[config.mk]
export PLATFORM = sky130hd
export DESIGN_NAME = password_lock_ctrl
export DESIGN_NICKNAME = d
export VERILOG_FILES = /design/src/rtl/pwlock_pkg.sv /design/src/rtl/pwlock_lockout_timer.sv /design/src/rtl/password_lock_ctrl.sv
export SDC_FILE = /design/constraint.sdc
export NUM_CORES = 1
export LEC_CHECK = 0
export ABC_CLOCK_PERIOD_IN_PS = 1300
export BUFFER_PORTS_ARGS = -buffer_cell sky130_fd_sc_hd__buf_2
export CORE_MARGIN = 3
export CORE_UTILIZATION = 35
export DETAILED_ROUTE_END_ITERATION = 16
export GPL_TIMING_DRIVEN = 1
export PLACE_DENSITY_LB_ADDON = 0.3
export SLEW_MARGIN = 20
export SYNTH_ARGS = -nofsm -noshare
export SYNTH_HDL_FRONTEND = slang
export SYNTH_HIERARCHICAL = 1
export SYNTH_SLANG_ARGS = --single-unit
export TNS_END_PERCENT = 30
[constraint.sdc]
create_clock -name clk -period 1.3 [get_ports clk]
set_input_delay 0 -clock clk [delete_from_list [all_inputs] [get_ports clk]]
set_output_delay 0 -clock clk [all_outputs]
set_load 0.1 [all_outputs]
[src/rtl/pwlock_pkg.sv]
// Shared types and helpers for the parametrised password lock controller.
package pwlock_pkg;

    typedef enum logic [1:0] {
        LOCKED = 2'd0,
        OPEN   = 2'd1,
        ALARM  = 2'd2
    } pwlock_state_t;

    // Width of the wrong-attempt counter: must hold the value MAX_TRY.
    function automatic int cnt_width(input int max_try);
        return (max_try < 1) ? 1 : $clog2(max_try + 1);
    endfunction

endpackage

[src/rtl/pwlock_lockout_timer.sv]
// Alarm lockout timer: armed by a one-cycle start, flags done on its last cycle.
// Only instantiated when PWLOCK_LOCKOUT_TIMER_EN is defined.
module pwlock_lockout_timer #(
    parameter int LOCK_CYCLES = 16
) (
    input  logic clk,
    input  logic rstn,
    input  logic start,
    output logic done
);

    localparam int TW = $clog2(LOCK_CYCLES);
    localparam logic [TW-1:0] LAST = TW'(LOCK_CYCLES - 1);

    logic          active;
    logic [TW-1:0] count;

    always_ff @(posedge clk or negedge rstn) begin
        if (!rstn) begin
            active <= 1'b0;
            count  <= '0;
        end else if (start) begin
            active <= 1'b1;
            count  <= '0;
        end else if (active) begin
            if (count == LAST) begin
                active <= 1'b0;
                count  <= '0;
            end else begin
                count <= count + TW'(1);
            end
        end
    end

    // High during the final ALARM cycle, so the FSM leaves on the next edge.
    assign done = active && (count == LAST);

endmodule

[src/rtl/password_lock_ctrl.sv]
// Password lock controller: reprogrammable password, attempt limit, registered outputs.
// Optional alarm auto-release is enabled by defining PWLOCK_LOCKOUT_TIMER_EN.
module password_lock_ctrl
    import pwlock_pkg::*;
#(
    parameter int              PW_W        = 4,
    parameter int              MAX_TRY     = 3,
    parameter logic [PW_W-1:0] RESET_PASS  = PW_W'(4'hA),
    parameter int              LOCK_CYCLES = 16
) (
    input  logic                          clk,
    input  logic                          rstn,
    input  logic [PW_W-1:0]               passin,
    input  logic                          enter,
    input  logic                          prog,
    input  logic                          lock,
    output logic                          access,
    output logic                          alarm,
    output logic                          fail,
    output logic [cnt_width(MAX_TRY)-1:0] cnt,
    output logic [1:0]                    state
);

    localparam int CW = cnt_width(MAX_TRY);
    localparam logic [CW-1:0] CNT_LAST = CW'(MAX_TRY - 1);
    localparam logic [CW-1:0] CNT_MAX  = CW'(MAX_TRY);

    if (PW_W < 1) begin : g_bad_pw_w
        $error("password_lock_ctrl: PW_W must be >= 1");
    end
    if (MAX_TRY < 1) begin : g_bad_max_try
        $error("password_lock_ctrl: MAX_TRY must be >= 1");
    end
    if (LOCK_CYCLES < 2) begin : g_bad_lock_cycles
        $error("password_lock_ctrl: LOCK_CYCLES must be >= 2");
    end

    pwlock_state_t   state_q, state_d;
    logic [PW_W-1:0] pass_q, pass_d;
    logic [CW-1:0]   cnt_q, cnt_d;
    logic            access_d, alarm_d, fail_d;

`ifdef PWLOCK_LOCKOUT_TIMER_EN
    logic timer_start;
    logic timer_done;

    assign timer_start = (state_d == ALARM) && (state_q != ALARM);

    pwlock_lockout_timer #(
        .LOCK_CYCLES(LOCK_CYCLES)
    ) u_lockout_timer (
        .clk  (clk),
        .rstn (rstn),
        .start(timer_start),
        .done (timer_done)
    );
`endif

    // State and output registers
    always_ff @(posedge clk or negedge rstn) begin
        if (!rstn) begin
            state_q <= LOCKED;
            pass_q  <= RESET_PASS;
            cnt_q   <= '0;
            access  <= 1'b0;
            alarm   <= 1'b0;
            fail    <= 1'b0;
        end else begin
            state_q <= state_d;
            pass_q  <= pass_d;
            cnt_q   <= cnt_d;
            access  <= access_d;
            alarm   <= alarm_d;
            fail    <= fail_d;
        end
    end

    // Next-state logic
    always_comb begin
        state_d = state_q;
        pass_d  = pass_q;
        cnt_d   = cnt_q;
        fail_d  = 1'b0;
        case (state_q)
            LOCKED: begin
                if (enter) begin
                    if (passin == pass_q) begin
                        state_d = OPEN;
                        cnt_d   = '0;
                    end else begin
                        fail_d = 1'b1;
                        if (cnt_q == CNT_LAST) begin
                            cnt_d   = CNT_MAX;
                            state_d = ALARM;
                        end else begin
                            cnt_d = cnt_q + CW'(1);
                        end
                    end
                end
            end
            OPEN: begin
                // A re-lock request drops any enter on the same cycle.
                if (lock) begin
                    state_d = LOCKED;
                    cnt_d   = '0;
                end else if (enter && prog) begin
                    pass_d = passin;
                end
            end
            ALARM: begin
`ifdef PWLOCK_LOCKOUT_TIMER_EN
                if (timer_done) begin
                    state_d = LOCKED;
                    cnt_d   = '0;
                end
`endif
            end
            default: begin
                state_d = LOCKED;
                cnt_d   = '0;
            end
        endcase
    end

    // Output logic: registered door/alarm levels follow the next state
    always_comb begin
        access_d = (state_d == OPEN);
        alarm_d  = (state_d == ALARM);
    end

    assign cnt   = cnt_q;
    assign state = state_q;

endmodule

==> results of run 1 <==
-- worst max-delay path, cell delays in order, from the launching register on --
cell and delay (ns):
dfrtp_4 0.48, or3b_4 0.42, nor2_8 0.14, mux2_4 0.31
-- what timing repair did --
| action | CTS | global route |
|---|---|---|
| buffers inserted | 0 | 0 |
| endpoints found under the setup margin | 10 | 11 |
| resized for setup | 1 | 0 |
| pin swaps | 0 | 0 |
| endpoints found under the hold margin | 15 | 0 |
| hold buffers | 5 | 0 |
-- worst max path at each step --
stage	start	to	cells past startpoint	slack, ns
6_report	state[1]$_DFF_PN0_	pass_q[2]$_DFFE_PN0P_	3	-0.16
5_1_grt	state[1]$_DFF_PN0_	pass_q[2]$_DFFE_PN0P_	3	-0.18
4_1_cts	state[1]$_DFF_PN0_	pass_q[2]$_DFFE_PN0P_	3	-0.16
3_5_place_dp	state[1]$_DFF_PN0_	pass_q[0]$_DFFE_PN0P_	3	-0.15
3_3_place_gp	state[1]$_DFF_PN0_	pass_q[2]$_DFFE_PN0P_	3	-0.13
2_1_floorplan	state[0]$_DFF_PN0_	pass_q[0]$_DFFE_PN0P_	3	-0.33
-- cells by family (layout without fill, tap and decap cells) --
kind of cell / Yosys count / in the layout
fa+ha+maj: 1 / 1
simple gates: 11 / 11
compound gates: 7 / 7
buf+inv: 3 / 32
mux: 4 / 4
xor+xnor: 4 / 4
flops: 11 / 11
-- metrics by stage --
stage / cells / utilization / setup WS [ns] / setup TNS, ns / area [µm²]
global route: 85 / 0.557 / -0.180 / -1.26 / 752
detailed placement: 76 / 0.498 / -0.153 / -0.758 / 672
finish: 85 / 0.557 / -0.159 / -0.809 / 752
CTS: 85 / 0.557 / -0.159 / -0.841 / 752
global placement: 76 / 0.498 / -0.134 / -0.685 / 672
floorplan: 41 / - / -0.326 / -2.29 / 537
-- cell usage in the layout, fill, tap and decap left out, drive strengths merged --
cell and instances:
buf 21, clkbuf 4, dfrtp 9, dfstp 2
dlygate4sd3 5, ha 1, inv 2, mux2 4
nand2 1, nand3 2, nand3b 1, nor2 3
nor4 1, o21ai 3, o22ai 2, o31ai 2
or3b 2, or4 1, xor2 4
-- metal layers --
metal | track usage | wire (µm) | up-vias
li1 | - | - | 205
met2 | 0.163 | 445 | 19
met5 | 0 | 0 | -
met3 | 0.0398 | 111 | 2
met4 | 0.0526 | 10 | 0
met1 | 0.146 | 459 | 193
-- layout make-up --
| class | instances | share of cell area |
|---|---|---|
| flip-flops and latches | 11 | 0.381 |
| multi-input cells | 27 | 0.323 |
| well taps | 15 | 0.0250 |
| repair buffers | 26 | 0.226 |
| clock buffers | 4 | 0.0349 |
| inverters | 2 | 0.00998 |
-- power breakdown --
part | internal (mW) | switching (mW)
clock | 0.119 | 0.112
combinational | 0.0701 | 0.221
sequential | 0.365 | 0.0143
-- cell usage after synthesis, drive strengths merged --
| cell | instances |
|---|---|
| nor4 | 1 |
| ha | 1 |
| inv | 2 |
| nand3b | 1 |
| o22ai | 2 |
| dfstp | 2 |
| dfrtp | 9 |
| nor2 | 3 |
| o31ai | 2 |
| or4 | 1 |
| clkbuf | 1 |
| o21ai | 3 |
| xor2 | 4 |
| nand2 | 1 |
| mux2 | 4 |
| or3b | 2 |
| nand3 | 2 |
-- registers in the layout, indices dropped and copies added, names as in the netlist --
name / cells
pass_q: 4
cnt: 2
state: 2
access: 1
fail: 1
alarm: 1
==> results_dict.tcl, run 1 <==
set metrics [dict create \
    outcome "finished with violations" \
    violations "negative setup slack" \
    cts-root-buf "clkbuf_4" \
    initialDrtViolationCount 5 \
    holdPathStages 3 \
    fin_ws_ns -0.159 \
    reg2reg_from "state[1]$_DFF_PN0_" \
    start_util 0.391 \
    postSynthAreaPerCell_um2 12.9 \
    grt_overflow 0 \
    cp_max_fo 4 \
    r2r_setup_slack_ns -0.16 \
    synth_nets 51 \
    hold_path_class "in -> reg" \
    area_delta_synth_final_pct 42.4 \
    yosysWarnings 6 \
    min-delay-start "enter" \
    period_minus_slack_ns 1.46 \
    synth_area_leader_cell "dfrtp_1" \
    multi_input_area_um2 243 \
    portBuffers 15 \
    reg2reg_to "pass_q[2]$_DFFE_PN0P_" \
    synth_top_area_share 0.427 \
    cp.required_ns 1.45 \
    cp.arrival_ns 1.61 \
    hold_ws_ns 0.0466 \
    ff_latch_area_um2 287 \
    layout.nets 81 \
    finalPower_mw 0.902 \
    fmax_mhz 685 \
    seq_area_frac_synth 0.526 \
    grt_pass1_wl_um 1610 \
    clock-sinks 11 \
    cts_tree "yes" \
    synthMuxAreaShare 0.114 \
    leakage_nw 0.384 \
    wl_per_cell_um 12.1 \
    rsz0062_at_grt "true" \
    synth_top_family_by_area "simple AND/OR/NAND/NOR gates" \
    die_h_um 44.8 \
    cts_max_path_buffers 2 \
    syn_inst 41 \
    synth-compound-area-share 0.0806 \
    powerDensity_nw_per_um2 1200 \
    clk_latency_ns 0.27 \
    grt_antenna_before_repair 0 \
    setup_viol 10 \
    crit_type "reg -> reg" \
    grt_pass1_vias 384 \
    clock_skew_ns 0.00444 \
    via_per_inst 4.93 \
    dieArea_um2 2010 \
    slew_viol_final 0 \
    htreeDepth 1 \
    netlist_area_um2 528 \
    via_count 419 \
    grt_max_degree 12 \
    whs_endpoint "state[1]$_DFF_PN0_" \
    die_w_um 44.8 \
    slew_headroom 0.677 \
    reg2reg_depth 3 \
    rows 13 \
    core_um2 1350 \
    drc_errors 0 \
    synth-simple-area-share 0.168 \
    synthAdderAreaFrac 0.0237 \
    hold_viol 0 \
    gp_congestion 0.722 \
    antenna_left 0 \
    synth_seq_cells 11 \
    synth.top_cells.by_area "dfrtp_1 (43%), mux2_4 (11%), dfstp_2 (10%)" \
    drive_above_1_share 0.529 \
    synth.distinct_cells 20 \
    finalCritPeriodShare 1.12 \
    io_pins 16 \
    ir_drop_mv 0.699 \
    path_clk_slew_ns 0.07 \
    crit_path_end_kind "register" \
    cts_buffers 3 \
    synth-xor-area-share 0.0664 \
    dr.pass1.iters 4 \
    tightest_slew_ns 0.487 \
    diodes 0 \
    maxCapViolCount 0 \
    fillCellCount 123 \
    crit_path_start_kind "register" \
    track_usage 0.112 \
    drt_wl_total_um 1030 \
    dp_hpwl_um 764 \
]
Note: power is estimated with default switching activity, not from simulation.
==> run 2: changes to the inputs <==
--- a/config.mk
+++ b/config.mk
@@ -7,9 +7,9 @@
 export LEC_CHECK = 0
 export ABC_CLOCK_PERIOD_IN_PS = 1300
 export BUFFER_PORTS_ARGS = -buffer_cell sky130_fd_sc_hd__buf_2
-export CORE_MARGIN = 3
-export CORE_UTILIZATION = 35
+export CORE_AREA = 3 3 40 42
 export DETAILED_ROUTE_END_ITERATION = 16
+export DIE_AREA = 0 0 43 45
 export GPL_TIMING_DRIVEN = 1
 export PLACE_DENSITY_LB_ADDON = 0.3
 export SLEW_MARGIN = 20
==> run 2 against run 1 <==
  * The run still ends with negative setup slack left
  * Critical path type unchanged
  * Critical endpoint unchanged
  * Largest power group unchanged
  * Non-clock buffer count down 2
  * Total power is 0.57% higher
  * First-iteration DRC count decreased by 60%
  * Cell area unchanged
  * Fmax rose by 1.3%
  * Setup slack improved by 0.018 ns
  * Die area fell by 3.8%
  * Clock-buffer cell count unchanged
  * Largest cell class unchanged
  * Global-route usage is 1.3 points higher
  * Sequential power about the same
  * Core utilization rose by 2.8 points
==> results_dict.tcl, run 2 (synthesis results as in run 1) <==
set metrics [dict create \
    ir_drop_mv 0.458 \
    layout.nets 79 \
    crit_path_end_kind "register" \
    core_um2 1280 \
    grt_antenna_before_repair 0 \
    grt_overflow 0 \
    finalCritPeriodShare 1.11 \
    rsz0062_at_grt "true" \
    fmax_mhz 694 \
    cts_max_path_buffers 2 \
    setup_viol 8 \
    drive_above_1_share 0.574 \
    antenna_left 0 \
    track_usage 0.125 \
    r2r_setup_slack_ns -0.14 \
    die_h_um 45 \
    outcome "finished with violations" \
    path_clk_slew_ns 0.07 \
    clock_skew_ns 0.00535 \
    dp.cells 75 \
    leakage_nw 0.378 \
    dieArea_um2 1940 \
    io_pins 16 \
    reg2reg_from "state[1]$_DFF_PN0_" \
    layout_common_cells "buf_2 (15), dfrtp_1 (6), buf_4 (5)" \
    hold_ws_ns 0.0264 \
    reg2reg_to "pass_q[2]$_DFFE_PN0P_" \
    rows 13 \
    via_count 403 \
    dr.pass1.iters 3 \
    via_per_inst 4.86 \
    diodes 0 \
    violations "negative setup slack" \
    cp.required_ns 1.45 \
    fillCellCount 121 \
    crit_path_start_kind "register" \
    clock-sinks 11 \
    final_cells 83 \
    cp-startpoint "state[1]$_DFF_PN0_" \
    start_util 0.411 \
    slew_headroom 0.678 \
    grt_pass1_vias 415 \
    cp.arrival_ns 1.59 \
    die_w_um 43 \
    initialDrtViolationCount 2 \
    drc_errors 0 \
    grt_pass1_wl_um 1710 \
    final_util 0.585 \
    dp_hpwl_um 766 \
    cts_buffers 3 \
    largest_reg_flops 4 \
    wl_per_cell_um 12.0 \
    endpoint "pass_q[2]$_DFFE_PN0P_" \
    crit_type "reg -> reg" \
    largest_register "pass_q" \
    final_common_cell "buf_2" \
    cts_tree "yes" \
    period_minus_slack_ns 1.44 \
    hold_path_class "in -> reg" \
    area_delta_synth_final_pct 42.4 \
    fin_ws_ns -0.141 \
    slew_viol_final 0 \
    portBuffers 15 \
    maxCapViolCount 0 \
    grt_max_degree 12 \
    htreeDepth 1 \
    cts_setup_buffers 0 \
    cts-root-buf "clkbuf_4" \
    gp_congestion 0.697 \
    hold_viol 0 \
    cp_max_fo 4 \
    dp_slack_ns -0.151 \
    reg2reg_depth 3 \
    drt_wl_total_um 994 \
    setup_tns_ns -0.697 \
    clk_latency_ns 0.26 \
    tightest_slew_ns 0.486 \
    holdPathStages 2 \
    powerDensity_nw_per_um2 1210 \
]
==> run 2: cell types whose count changed in the layout (fill, tap and decap cells not counted) <==
cell           before  now
buf_4               6    5
xor2_2              0    1
dlygate4sd3_1       5    4
o31ai_2             0    2
o31ai_1             2    0
xor2_1              4    3
==> run 2: critical path: stages, from the launching register on <==
cell	delay, ns
dfrtp_4	0.47
or3b_4	0.42
nor2_8	0.14
mux2_4	0.30
==> run 2: metal layers <==
metal | up-vias | global-route usage | wire length [µm]
met5 | - | 0 | 0
met4 | 0 | 0.0904 | 0
met3 | 0 | 0.0518 | 91
met2 | 15 | 0.201 | 499
met1 | 187 | 0.133 | 403
li1 | 201 | - | -
==> run 2: worst min path at each step <==
stage	slack (ns)	from	end
final	0.03	passin[3]	pass_q[3]$_DFFE_PN1P_
after global routing	0.02	passin[3]	pass_q[3]$_DFFE_PN1P_
after CTS	0.02	passin[3]	pass_q[3]$_DFFE_PN1P_
after detailed placement	-0.11	rstn	access$_DFF_PN0_
after global placement	-0.12	rstn	alarm$_DFF_PN0_
after floorplan	-0.30	rstn	access$_DFF_PN0_
==> run 2: timing repair <==
action | 4_1_cts | 5_1_grt
pin swaps | 2 | 0
endpoints found under the setup margin | 11 | 10
hold buffers | 4 | 0
gates resized for setup | 3 | 1
endpoints found under the hold margin | 14 | 0
==> run 2: stage by stage <==
stage	total power, mW	cell area [µm²]
global placement	0.658	664
finish	0.907	752
global route	0.959	752
floorplan	0.601	537
detailed placement	0.663	664
CTS	0.910	747
==> run 2: area by class of cell <==
class | instances | area (µm²) | share of cell area
Multi-Input combinational cell | 27 | 260 | 0.346
Timing Repair Buffer | 24 | 153 | 0.203
Inverter | 2 | 7.51 | 0.00998
Tap cell | 15 | 18.8 | 0.0250
Sequential cell | 11 | 287 | 0.381
Clock buffer | 4 | 26.3 | 0.0349
==> run 2: power by group <==
group / switching, mW / internal [mW] / leakage (nW)
clock network: 0.106 / 0.119 / 0.0150
registers: 0.0154 / 0.365 / 0.130
logic: 0.228 / 0.0736 / 0.233
total: 0.349 / 0.558 / 0.378
==> run 3: changes to the inputs <==
--- a/config.mk
+++ b/config.mk
@@ -8,9 +8,11 @@
 export ABC_CLOCK_PERIOD_IN_PS = 1300
 export BUFFER_PORTS_ARGS = -buffer_cell sky130_fd_sc_hd__buf_2
 export CORE_AREA = 3 3 40 42
+export CTS_BUF_LIST = sky130_fd_sc_hd__clkbuf_8
 export DETAILED_ROUTE_END_ITERATION = 16
 export DIE_AREA = 0 0 43 45
 export GPL_TIMING_DRIVEN = 1
+export MAX_ROUTING_LAYER = met4
 export PLACE_DENSITY_LB_ADDON = 0.3
 export SLEW_MARGIN = 20
 export SYNTH_ARGS = -nofsm -noshare
==> run 3 against run 2 <==
  * The run still ends with negative setup slack left
  * Die area unchanged
  * Clock skew fell by 0.0032 ns
  * Via count down 1.5%
  * Worst hold slack worse by 0.0064 ns
  * Core utilization decreased by 0.39 points
  * Sequential share of layout area up 0.26 points
  * Cell count decreased by 3.6%
  * Global-route usage rose by 1.1 points
==> results_dict.tcl, run 3 (synthesis results as in run 1) <==
set metrics [dict create \
    wl_per_cell_um 13.2 \
    io_pins 16 \
    initialDrtViolationCount 4 \
    drive_above_1_share 0.615 \
    finalCritPeriodShare 1.11 \
    grt_pass1_vias 431 \
    grt_max_degree 12 \
    largest_reg_flops 4 \
    hold_path_class "in -> reg" \
    core_um2 1280 \
    setup_viol 8 \
    cp.arrival_ns 1.56 \
    leakage_nw 0.380 \
    clock-sinks 11 \
    fmax_mhz 693 \
    track_usage 0.136 \
    slew_viol_final 0 \
    final_common_cell "buf_2" \
    crit_type "reg -> reg" \
    die_h_um 45 \
    antenna_left 0 \
    start_util 0.411 \
    cts-root-buf "clkbuf_8" \
    via_count 397 \
    period_minus_slack_ns 1.44 \
    powerDensity_nw_per_um2 1350 \
    grt_overflow 0 \
    fin_ws_ns -0.142 \
    cts_buffers 3 \
    dp_hpwl_um 766 \
    max_stage_delay_ns 0.47 \
    finalPower_mw 1.01 \
    cp.required_ns 1.42 \
    path_buf_inv 0 \
    min-delay-start "passin[0]" \
    grt_pass1_wl_um 1830 \
    via_per_inst 4.96 \
    reg2reg_from "state[1]$_DFF_PN0_" \
    hold_viol 0 \
    crit_path_end_kind "register" \
    rsz0062_at_grt "true" \
    dr.pass1.iters 4 \
    clock_skew_ns 0.00218 \
    violations "negative setup slack" \
    grt_antenna_before_repair 0 \
    cts_tree "yes" \
    cts_max_path_buffers 2 \
    maxCapViolCount 0 \
    diodes 0 \
    final_util 0.581 \
    slew_headroom 0.678 \
    area_delta_synth_final_pct 41.5 \
    die_w_um 43 \
    cp_slowest_cell "dfrtp_4" \
    hold_ws_ns 0.0201 \
    cp_max_fo 4 \
    layout.nets 76 \
    outcome "finished with violations" \
    gp_congestion 0.705 \
    rows 13 \
    cp_top_family "simple AND/OR/NAND/NOR gates" \
    portBuffers 15 \
    largest_register "pass_q" \
    layout_common_cells "buf_2 (15), dfrtp_1 (6), buf_4 (5)" \
    ir_drop_mv 0.417 \
    path_clk_slew_ns 0.05 \
    dieArea_um2 1940 \
    drt_wl_total_um 1060 \
    tightest_slew_ns 0.486 \
    cp-startpoint "state[1]$_DFF_PN0_" \
    htreeDepth 1 \
    crit_path_start_kind "register" \
    path_cells "or3b_4 -> nor2_8 -> mux2_4" \
    drc_errors 0 \
    clk_latency_ns 0.23 \
]
run 3: stage by stage:
step / instance area (µm²) / setup WS, ns / setup TNS, ns / std cells
after floorplan: 537 / -0.326 / -2.29 / 41
after detailed placement: 664 / -0.151 / -0.980 / 75
final: 747 / -0.142 / -0.697 / 80
after CTS: 736 / -0.150 / -0.758 / 80
after global placement: 664 / -0.140 / -0.883 / 75
after global routing: 747 / -0.166 / -1.07 / 80
run 3: path summary, 6_finish.rpt:
path,cells past startpoint,slack [ns],to
min in group asynchronous,2,0.17,pass_q[2]$_DFFE_PN0P_
min,2,0.02,pass_q[0]$_DFFE_PN0P_
max,3,-0.14,pass_q[2]$_DFFE_PN0P_
max in group asynchronous,2,0.86,pass_q[1]$_DFFE_PN1P_
min reg2reg,1,0.53,pass_q[2]$_DFFE_PN0P_
max reg2reg,3,-0.14,pass_q[2]$_DFFE_PN0P_
run 3: layout make-up:
class | count | area, µm²
sequential | 11 | 287
tap | 15 | 18.8
fill | 119 | 538
clock inverter | 1 | 3.75
timing repair buffer | 21 | 123
multi-input combinational | 27 | 267
clock buffer | 3 | 41.3
inverter | 2 | 7.51
run 3: metal layers:
layer | routed length, µm | part of all wire | vias up | GRT usage
met3 | 90 | 0.085 | 2 | 0.0518
met1 | 428 | 0.41 | 187 | 0.140
met4 | 6 | 0.0057 | 0 | 0.0723
met2 | 530 | 0.50 | 15 | 0.225
li1 | - | - | 193 | -
met5 | 0 | 0 | - | -
run 3: where the power goes:
group / internal (mW) / switching [mW] / leakage, nW
combinational: 0.0685 / 0.231 / 0.223
clock: 0.206 / 0.117 / 0.0269
sequential: 0.367 / 0.0159 / 0.130
total: 0.642 / 0.365 / 0.380
run 3: repair_timing:
action                     in CTS  in global routing
cloned                          0                  0
pin swaps                       2                  0
hold buffers                    1                  0
buffers inserted                0                  0
hold endpoints to repair       11                  0
resized for setup               3                  2
setup endpoints to repair      11                 10
